`config.mk`:
```
export PLATFORM = sky130hd
export DESIGN_NAME = alu_rr_scheduler
export DESIGN_NICKNAME = d
export VERILOG_FILES = /design/src/rtl/alu_rr_scheduler.sv
export SDC_FILE = /design/constraint.sdc
export NUM_CORES = 1
export LEC_CHECK = 0
export CAP_MARGIN = 10
export CORE_AREA = 2 2 174 176
export CTS_CLUSTER_SIZE = 30
export DETAILED_ROUTE_END_ITERATION = 7
export DIE_AREA = 0 0 176 178
export GPL_TIMING_DRIVEN = 0
export PLACE_DENSITY = 0.65
export SYNTH_ARGS = -nofsm -noshare
export SYNTH_HDL_FRONTEND = slang
export SYNTH_SLANG_ARGS = --single-unit
export TNS_END_PERCENT = 20
```
`constraint.sdc`:
```
create_clock -name clk -period 2.5 [get_ports clk]
set_input_delay 0.5 -clock clk [delete_from_list [all_inputs] [get_ports clk]]
set_output_delay 0.5 -clock clk [all_outputs]
set_load 0.03 [all_outputs]
```
`src/rtl/alu_rr_scheduler.sv`:
```
// Round-robin scheduler that shares one external ALU between NUM_REQ requesters.
// Each operation takes one issue cycle and one execute cycle, then waits in RESP until it is accepted.
module alu_rr_scheduler #(
    parameter int NUM_REQ = 4,
    parameter int WIDTH   = 32,
    parameter int ID_W    = 2
) (
    input  logic                       clk,
    input  logic                       rst,
    input  logic [NUM_REQ-1:0]         reqValid,
    output logic [NUM_REQ-1:0]         reqReady,
    input  logic [NUM_REQ*4-1:0]       reqOpcode,
    input  logic [NUM_REQ*WIDTH-1:0]   reqInput1,
    input  logic [NUM_REQ*WIDTH-1:0]   reqInput2,
    input  logic [NUM_REQ*5-1:0]       reqShift,
    output logic [3:0]                 aluOpcode,
    output logic [WIDTH-1:0]           aluInput1,
    output logic [WIDTH-1:0]           aluInput2,
    output logic [4:0]                 aluShift,
    input  logic [WIDTH-1:0]           aluResult,
    input  logic                       aluCarry,
    input  logic                       aluZero,
    input  logic                       aluOverflow,
    output logic                       rspValid,
    input  logic                       rspReady,
    output logic [ID_W-1:0]            rspId,
    output logic [WIDTH-1:0]           rspResult,
    output logic                       rspCarry,
    output logic                       rspZero,
    output logic                       rspOverflow,
    output logic                       rspIllegal,
    output logic                       busy
);

    typedef enum logic [1:0] {IDLE, EXEC, RESP} state_t;

    localparam logic [ID_W:0]   NUM_REQ_W = (ID_W+1)'(NUM_REQ);
    localparam logic [ID_W-1:0] LAST_ID   = ID_W'(NUM_REQ - 1);

    state_t          state, state_nxt;
    logic [ID_W-1:0] rr_ptr;
    logic [ID_W-1:0] op_id;
    logic [ID_W-1:0] grant_id;
    logic            grant_any;
    logic            accept;
    logic [ID_W:0]   idx;

    // Search starts at rr_ptr and wraps; the first valid requester wins.
    // NOTE: every combinational output gets a default before any branch so no latch is inferred.
    always_comb begin
        grant_any = 1'b0;
        grant_id  = '0;
        idx       = '0;
        for (int k = 0; k < NUM_REQ; k++) begin
            idx = {1'b0, rr_ptr} + (ID_W+1)'(k);
            if (idx >= NUM_REQ_W)
                idx = idx - NUM_REQ_W;
            if (!grant_any && reqValid[idx[ID_W-1:0]]) begin
                grant_any = 1'b1;
                grant_id  = idx[ID_W-1:0];
            end
        end
    end

    assign accept = (state == IDLE) && grant_any;
    assign busy   = (state != IDLE);

    always_comb begin
        reqReady = '0;
        if (accept)
            reqReady[grant_id] = 1'b1;
    end

    always_comb begin
        state_nxt = state;
        case (state)
            IDLE:    if (grant_any) state_nxt = EXEC;
            EXEC:    state_nxt = RESP;
            RESP:    if (rspReady) state_nxt = IDLE;
            default: state_nxt = IDLE;
        endcase
    end

    // NOTE: sequential state uses non-blocking assignments so every flop samples pre-edge values.
    always_ff @(posedge clk) begin
        if (rst) state <= IDLE;
        else     state <= state_nxt;
    end

    // NOTE: reset clears the datapath too, so a reset mid-operation leaves nothing stale on the outputs.
    always_ff @(posedge clk) begin
        if (rst) begin
            rr_ptr      <= '0;
            op_id       <= '0;
            aluOpcode   <= '0;
            aluInput1   <= '0;
            aluInput2   <= '0;
            aluShift    <= '0;
            rspValid    <= 1'b0;
            rspId       <= '0;
            rspResult   <= '0;
            rspCarry    <= 1'b0;
            rspZero     <= 1'b0;
            rspOverflow <= 1'b0;
            rspIllegal  <= 1'b0;
        end else begin
            if (accept) begin
                aluOpcode <= reqOpcode[grant_id*4 +: 4];
                aluInput1 <= reqInput1[grant_id*WIDTH +: WIDTH];
                aluInput2 <= reqInput2[grant_id*WIDTH +: WIDTH];
                aluShift  <= reqShift[grant_id*5 +: 5];
                op_id     <= grant_id;
                rr_ptr    <= (grant_id == LAST_ID) ? '0 : grant_id + 1'b1;
            end
            if (state == EXEC) begin
                rspValid   <= 1'b1;
                rspId      <= op_id;
                rspIllegal <= aluOpcode[3];
                if (aluOpcode[3]) begin
                    rspResult   <= '0;
                    rspZero     <= 1'b1;
                    rspCarry    <= 1'b0;
                    rspOverflow <= 1'b0;
                end else begin
                    // Carry and overflow only mean something for ADD (0) and SUB (1).
                    rspResult   <= aluResult;
                    rspZero     <= aluZero;
                    rspCarry    <= (aluOpcode[2:1] == 2'b00) ? aluCarry    : 1'b0;
                    rspOverflow <= (aluOpcode[2:1] == 2'b00) ? aluOverflow : 1'b0;
                end
            end
            if (state == RESP && rspReady)
                rspValid <= 1'b0;
        end
    end

endmodule

```
After elaboration in Yosys (flattened, before gate mapping)
Cells that the tools add are included.
{"block": "op_classes", "addsub": 8, "mul": 1, "n_lt_le_gt_ge": 10, "n_eq_ne": 5, "shifts": 4, "n_mux": 33, "reduce_logical": 14}
{"operator": "$shiftx A128 B8 Y32", "n": 2}
{"operator": "$mux W32", "n": 1}
{"operator": "$mux W2", "n": 11}
{"operator": "$shiftx A20 B6 Y5", "n": 1}
{"operator": "$shiftx A16 B5 Y4", "n": 1}
{"operator": "$lt A2 B3 Y1 const B", "n": 5}
{"operator": "$mux W1", "n": 14}
{"operator": "$ge A3 B3 Y1 const B", "n": 3}
{"operator": "$bmux W1 S2", "n": 4}
{"operator": "$sub A2 B1 Y2 const B", "n": 4}
{"operator": "$add A2 B2 Y3 const B", "n": 2}
{"operator": "$logic_and A1 B1 Y1", "n": 6}
{"operator": "$pmux W2 S3", "n": 1}
{"operator": "$mul A2 B3 Y5 const B", "n": 1}
{"operator": "$eq A2 B2 Y1 const B", "n": 2}
{"operator": "$logic_not A2 Y1", "n": 2}
{"operator": "$mux W4", "n": 1}
{"operator": "$ne A2 B2 Y1 const B", "n": 2}
{"operator": "$add A2 B1 Y3 const B", "n": 1}
{"operator": "$ge A2 B3 Y1 const B", "n": 1}
{"operator": "$logic_not A1 Y1", "n": 3}
{"operator": "$add A2 B1 Y2 const B", "n": 1}
{"operator": "$demux W1 S2", "n": 1}
{"operator": "$eq A2 B1 Y1 const B", "n": 1}
{"operator": "4 further kinds", "n": 4}
{"block": "totals", "regBits": 118, "input_bits": 334, "output_inout_bits": 117, "word_cells": 89}

Logic depth before layout (Yosys ltp)
Gate-level depths: netlist (run 1).
{"block": "depth", "word_depth": 19, "depth_mapped": 11, "depth_no_buf": 8}

Least setup slack after synthesis (run 1)
OpenSTA, ideal clock, no wires.
{"block": "synth_timing", "path_kind": "input to output", "startpoint": "input reqValid[0]", "endpoint": "output reqReady[1]", "t_arrival_ps": 2349, "slack_ps": -349, "path_stages": 7, "path_buffers": 3, "path_cell_list": "nor2b_1 or4_4 and2_4 buf_6 buf_6 buf_6 nor3_1"}
{"block": "synth_via", "elab_chain_cells": 17}
{"item": "from (decl)", "line_no": "10", "source": "input logic [NUM_REQ-1:0] reqValid,"}
{"item": "$bmux W1 S2", "line_no": "58", "source": "if (!grant_any && reqValid[idx[ID_W-1:0]]) begin"}
{"item": "$mux W1 (implied by the code)", "line_no": "58"}
{"item": "$mux W1", "line_no": "58"}
{"item": "$logic_not A1 Y1", "line_no": "58"}
{"item": "$logic_and A1 B1 Y1", "line_no": "58"}
{"item": "$mux W1", "line_no": "58"}
{"item": "$logic_not A1 Y1", "line_no": "58"}
{"item": "$logic_and A1 B1 Y1", "line_no": "58"}
{"item": "$mux W1", "line_no": "58"}
{"item": "$logic_not A1 Y1", "line_no": "58"}
{"item": "$logic_and A1 B1 Y1", "line_no": "58"}
{"item": "$mux W2", "line_no": "58"}
{"item": "$lt A2 B3 Y1 (implied by the code) or $ge A2 B1 Y1 (tied branches)", "line_no": "71", "source": "reqReady[grant_id] = 1'b1;"}
{"item": "$logic_and A1 B1 Y1 (implied by the code)", "line_no": "71"}
{"item": "$mux W1 (implied by the code)", "line_no": "71"}
{"item": "$demux W1 S2", "line_no": "71"}
{"item": "$mux W4 *", "line_no": "70", "source": "if (accept)"}
{"item": "to (decl)", "line_no": "11", "source": "output logic [NUM_REQ-1:0] reqReady,"}
Mark *: on every way between the ends. The rest lies on a longest branch, timed or not. The select of a mux whose other input is x is not followed.

Final worst setup path (run 1)
{"block": "layout_timing", "startpoint": "register rr_ptr[1]", "endpoint": "output reqReady[3]"}
{"block": "layout_via", "elab_chain_cells": 19}
{"item": "from (decl)", "line_no": "41", "source": "logic [ID_W-1:0] rr_ptr;"}
{"item": "from (signal assigned)", "line_no": "113", "source": "rr_ptr <= (grant_id == LAST_ID) ? '0 : grant_id + 1'b1;"}
{"item": "parallel branches: the longest is 18 deep, another holds $add A2 B1 Y3"}
{"item": "$mux W4 *", "line_no": "70"}
Every way passes the cells marked *. The select of a mux whose other input is x is not followed.

==> reports/qor.yml, run 1 <==
run_status:
  outcome: "finished, violations left"
  violations: "negative setup slack"
power:
  powerDensity_nw_per_um2: 717
  max-vdd-ir-drop_v: 0.000502
  p_leak_nw: 4.74
  finalPower_mw: 8.33
routing:
  wire_per_inst_um: 19.5
  viasPerCell: 4.53
  postRouteAntennaNets: 0
  vias: 6799
  totalWireLength_um: 29300
  drtIter0Drc: 277
  drc: 0
  drtPass1Iterations: 4
clock_network:
  cts_max_level: 4
  cts_tree: "built"
  path_clk_slew_ns: 0.07
  clk_latency_ns: 0.41
  cts_sinks: 118
  cts-root-buf: "clkbuf_16"
  cts_buffer_depth: 2
  cts-buffers-inserted: 17
  cts_hold_buf: 0
worst_setup_path:
  worstPathMaxFanout: 5
  cpMostUsedCell: "and2_4"
  crit_start: "rr_ptr[1]$_SDFFE_PP0P_"
  path_cells: "or4_4, and2_4, buf_16, inv_6, ha_4, and2_4, buf_6"
  regToRegSetupSlack_ns: 0.20
  rr_endpoint: "aluInput2[2]$_SDFFE_PP0P_"
  worstPathRequired_ns: 2.00
  cp.arrival_ns: 2.05
  cp_top_family: "simple AND/OR/NAND/NOR gates"
  criticalPathCategory: "register to output pin"
  slowest_delay_ns: 0.53
  worstSetupStartpointType: "register"
  worst_path_max_delay_cell: "or4_4"
  reg2reg_depth: 7
  end_kind: "output pin"
  r2r-start: "rr_ptr[1]$_SDFFE_PP0P_"
  cp_num_buf_inv: 3
layout:
  drive_gt1_frac: 0.0820
  nFillCells: 2906
  synthToLayoutAreaGrowth_pct: 95.4
  postLayoutCoreUtil: 0.395
  multi_input_area_um2: 3290
  seq_area_um2: 2360
  diodes: 0
  final_cell_mix: "441 x clkdlybuf4s50_1, 145 x mux2i_1, 116 x dfxtp_1"
  fin_nets: 1432
  layout_commonest_cell: "clkdlybuf4s50_1"
logic_synthesis:
  seq_area_frac_synth: 0.397
  dominantRegCellSynth: "dfxtp_1"
  synth.avg_cell_area_um2: 9.47
  ys_ff_latch: 118
  syn_nets: 963
  yosysUniqueCellTypes: 32
  syn_area_um2: 5950
  ys_warn_count: 0
  synthCells: 628
  synth_edf_count: 0
  synthArstFlopShare: 0
hold_path:
  hold_path_depth: 2
  hp-class: "input pin to register"
  hold_start: "rst"
  hold_end: "rspResult[24]$_SDFFE_PP0N_"
global_routing:
  grtUsageTotal: 0.180
  grt_max_degree: 17
  grt_pass1_wl_um: 42300
  grt_pass1_vias: 7009
  grt_antenna_before_repair: 1
  gr-total-overflow: 0
timing:
  rsz0062_at_grt: "true"
  hold_viol: 0
  relSlewSlack: 0.513
  period_share: 1.02
  worstMarginPinSlew_ns: 0.724
  finClkSkew_ns: 0.0119
  slew_violations: 0
  fmax_mhz: 393
  hold_ws_ns: 0.440
  setup_viol: 1
  layout_setup_ws_ns: -0.0462
  totalNegativeSetupSlack_ns: -0.0462
  fin_crit_ns: 2.55
placement:
  dp_slack_ns: -1.39
  gp_congestion: 0.811
  portBuffers: 449
  post-dp-hpwl_um: 23100
flow_run:
  drv_cap: 0
die:
  die_area_um2: 31300
  core_um2: 29400
  die_w_um: 176
  fp-row-count: 63
  start_util: 0.202
  ios: 451
  dieHeight_um: 178
## registers in the layout, summed over array words and instances (netlist names)
| signal | count |
|---|---|
| aluInput1 | 32 |
| aluInput2 | 32 |
| rspResult | 32 |
| aluShift | 5 |
| aluOpcode | 4 |
| op_id | 2 |
| rr_ptr | 2 |
| rspId | 2 |
| state | 2 |
| rspCarry | 1 |
| rspIllegal | 1 |
| rspOverflow | 1 |
| rspValid | 1 |
| rspZero | 1 |
## cell type report
cell class              instances  share of cell area
clock inverters                13              0.0145
repair buffers                453               0.387
clock buffers                  19              0.0390
well taps                     390              0.0420
plain buffers                  54              0.0296
multi-input cells             451               0.283
flip-flops and latches        118               0.203
inverters                       2             0.00108
## Yosys cell counts (all sizes together), types with 2 or more instances
cell type,instances,area share
nor2b,3,0.0032
inv,2,0.0013
nand3b,33,0.042
a22oi,3,0.0038
nor3,5,0.0042
nand2b,5,0.0053
nor4,2,0.0021
clkbuf,34,0.021
o221ai,72,0.11
nand2,116,0.073
mux2i,145,0.24
o211ai,2,0.0025
and2,2,0.0025
and3,2,0.0021
dfxtp,118,0.40
a21boi,2,0.0025
nor2,12,0.0076
a21oi,40,0.034
buf,23,0.035
## cell families (layout without fill, tap and decap cells)
family | count (synthesis) | after routing | share of synthesized area
adder cells (fa/ha/maj) | 1 | 1 | 0.00210
multiplexers | 145 | 145 | 0.244
buffers and inverters | 59 | 541 | 0.0579
AND/OR/NAND/NOR | 183 | 183 | 0.147
AO/OA/AOI/OAI | 122 | 122 | 0.152
flip-flops | 118 | 118 | 0.397
## routing by layer
metal	global-route usage	share of wire
met1	0.209	0.41
met2	0.323	0.50
met3	0.0526	0.072
met4	0.0479	0.018
met5	0	0.00044
## metrics by stage
step / area, µm² / instances
floorplan: 5960 / 628
global placement: 10900 / 1467
detailed placement: 10900 / 1467
CTS: 11600 / 1500
global route: 11600 / 1500
finish: 11600 / 1500
## worst register-to-register path, stage by stage, from the launching register on
cell and delay [ns]:
dfxtp_2 0.34, or4_4 0.53, and2_4 0.18, buf_4 0.16, buf_12 0.15, buf_6 0.18, mux2i_1 0.41, o221ai_1 0.20
## where the power goes
part	internal, mW	switching [mW]
sequential	2.18	0.185
combinational	1.61	1.71
clock	1.64	1.01
total	5.43	2.90
## timing repair
| item | in CTS | in global routing |
|---|---|---|
| setup endpoints to repair | 78 | 72 |
| buffers inserted | 4 | 0 |
| gates resized for setup | 57 | 17 |
| pin swaps | 1 | 0 |
## worst max path at each step
stage,endpoint,slack [ns],cells past startpoint
detailed placement,reqReady[3],-1.39,11
CTS,reqReady[3],-0.07,7
finish,reqReady[3],-0.05,7
global placement,reqReady[3],-1.37,11
global route,reqReady[3],-0.11,7
floorplan,reqReady[3],-0.07,9
No activity file was read; power rests on OpenSTA's default activity.
==> inputs of run 2 (changes only) <==
Settings changed: CTS_CLUSTER_SIZE 30 to 25.
==> results of run 2 <==
Final layout, timing and power as in run 1 (identical DEF).
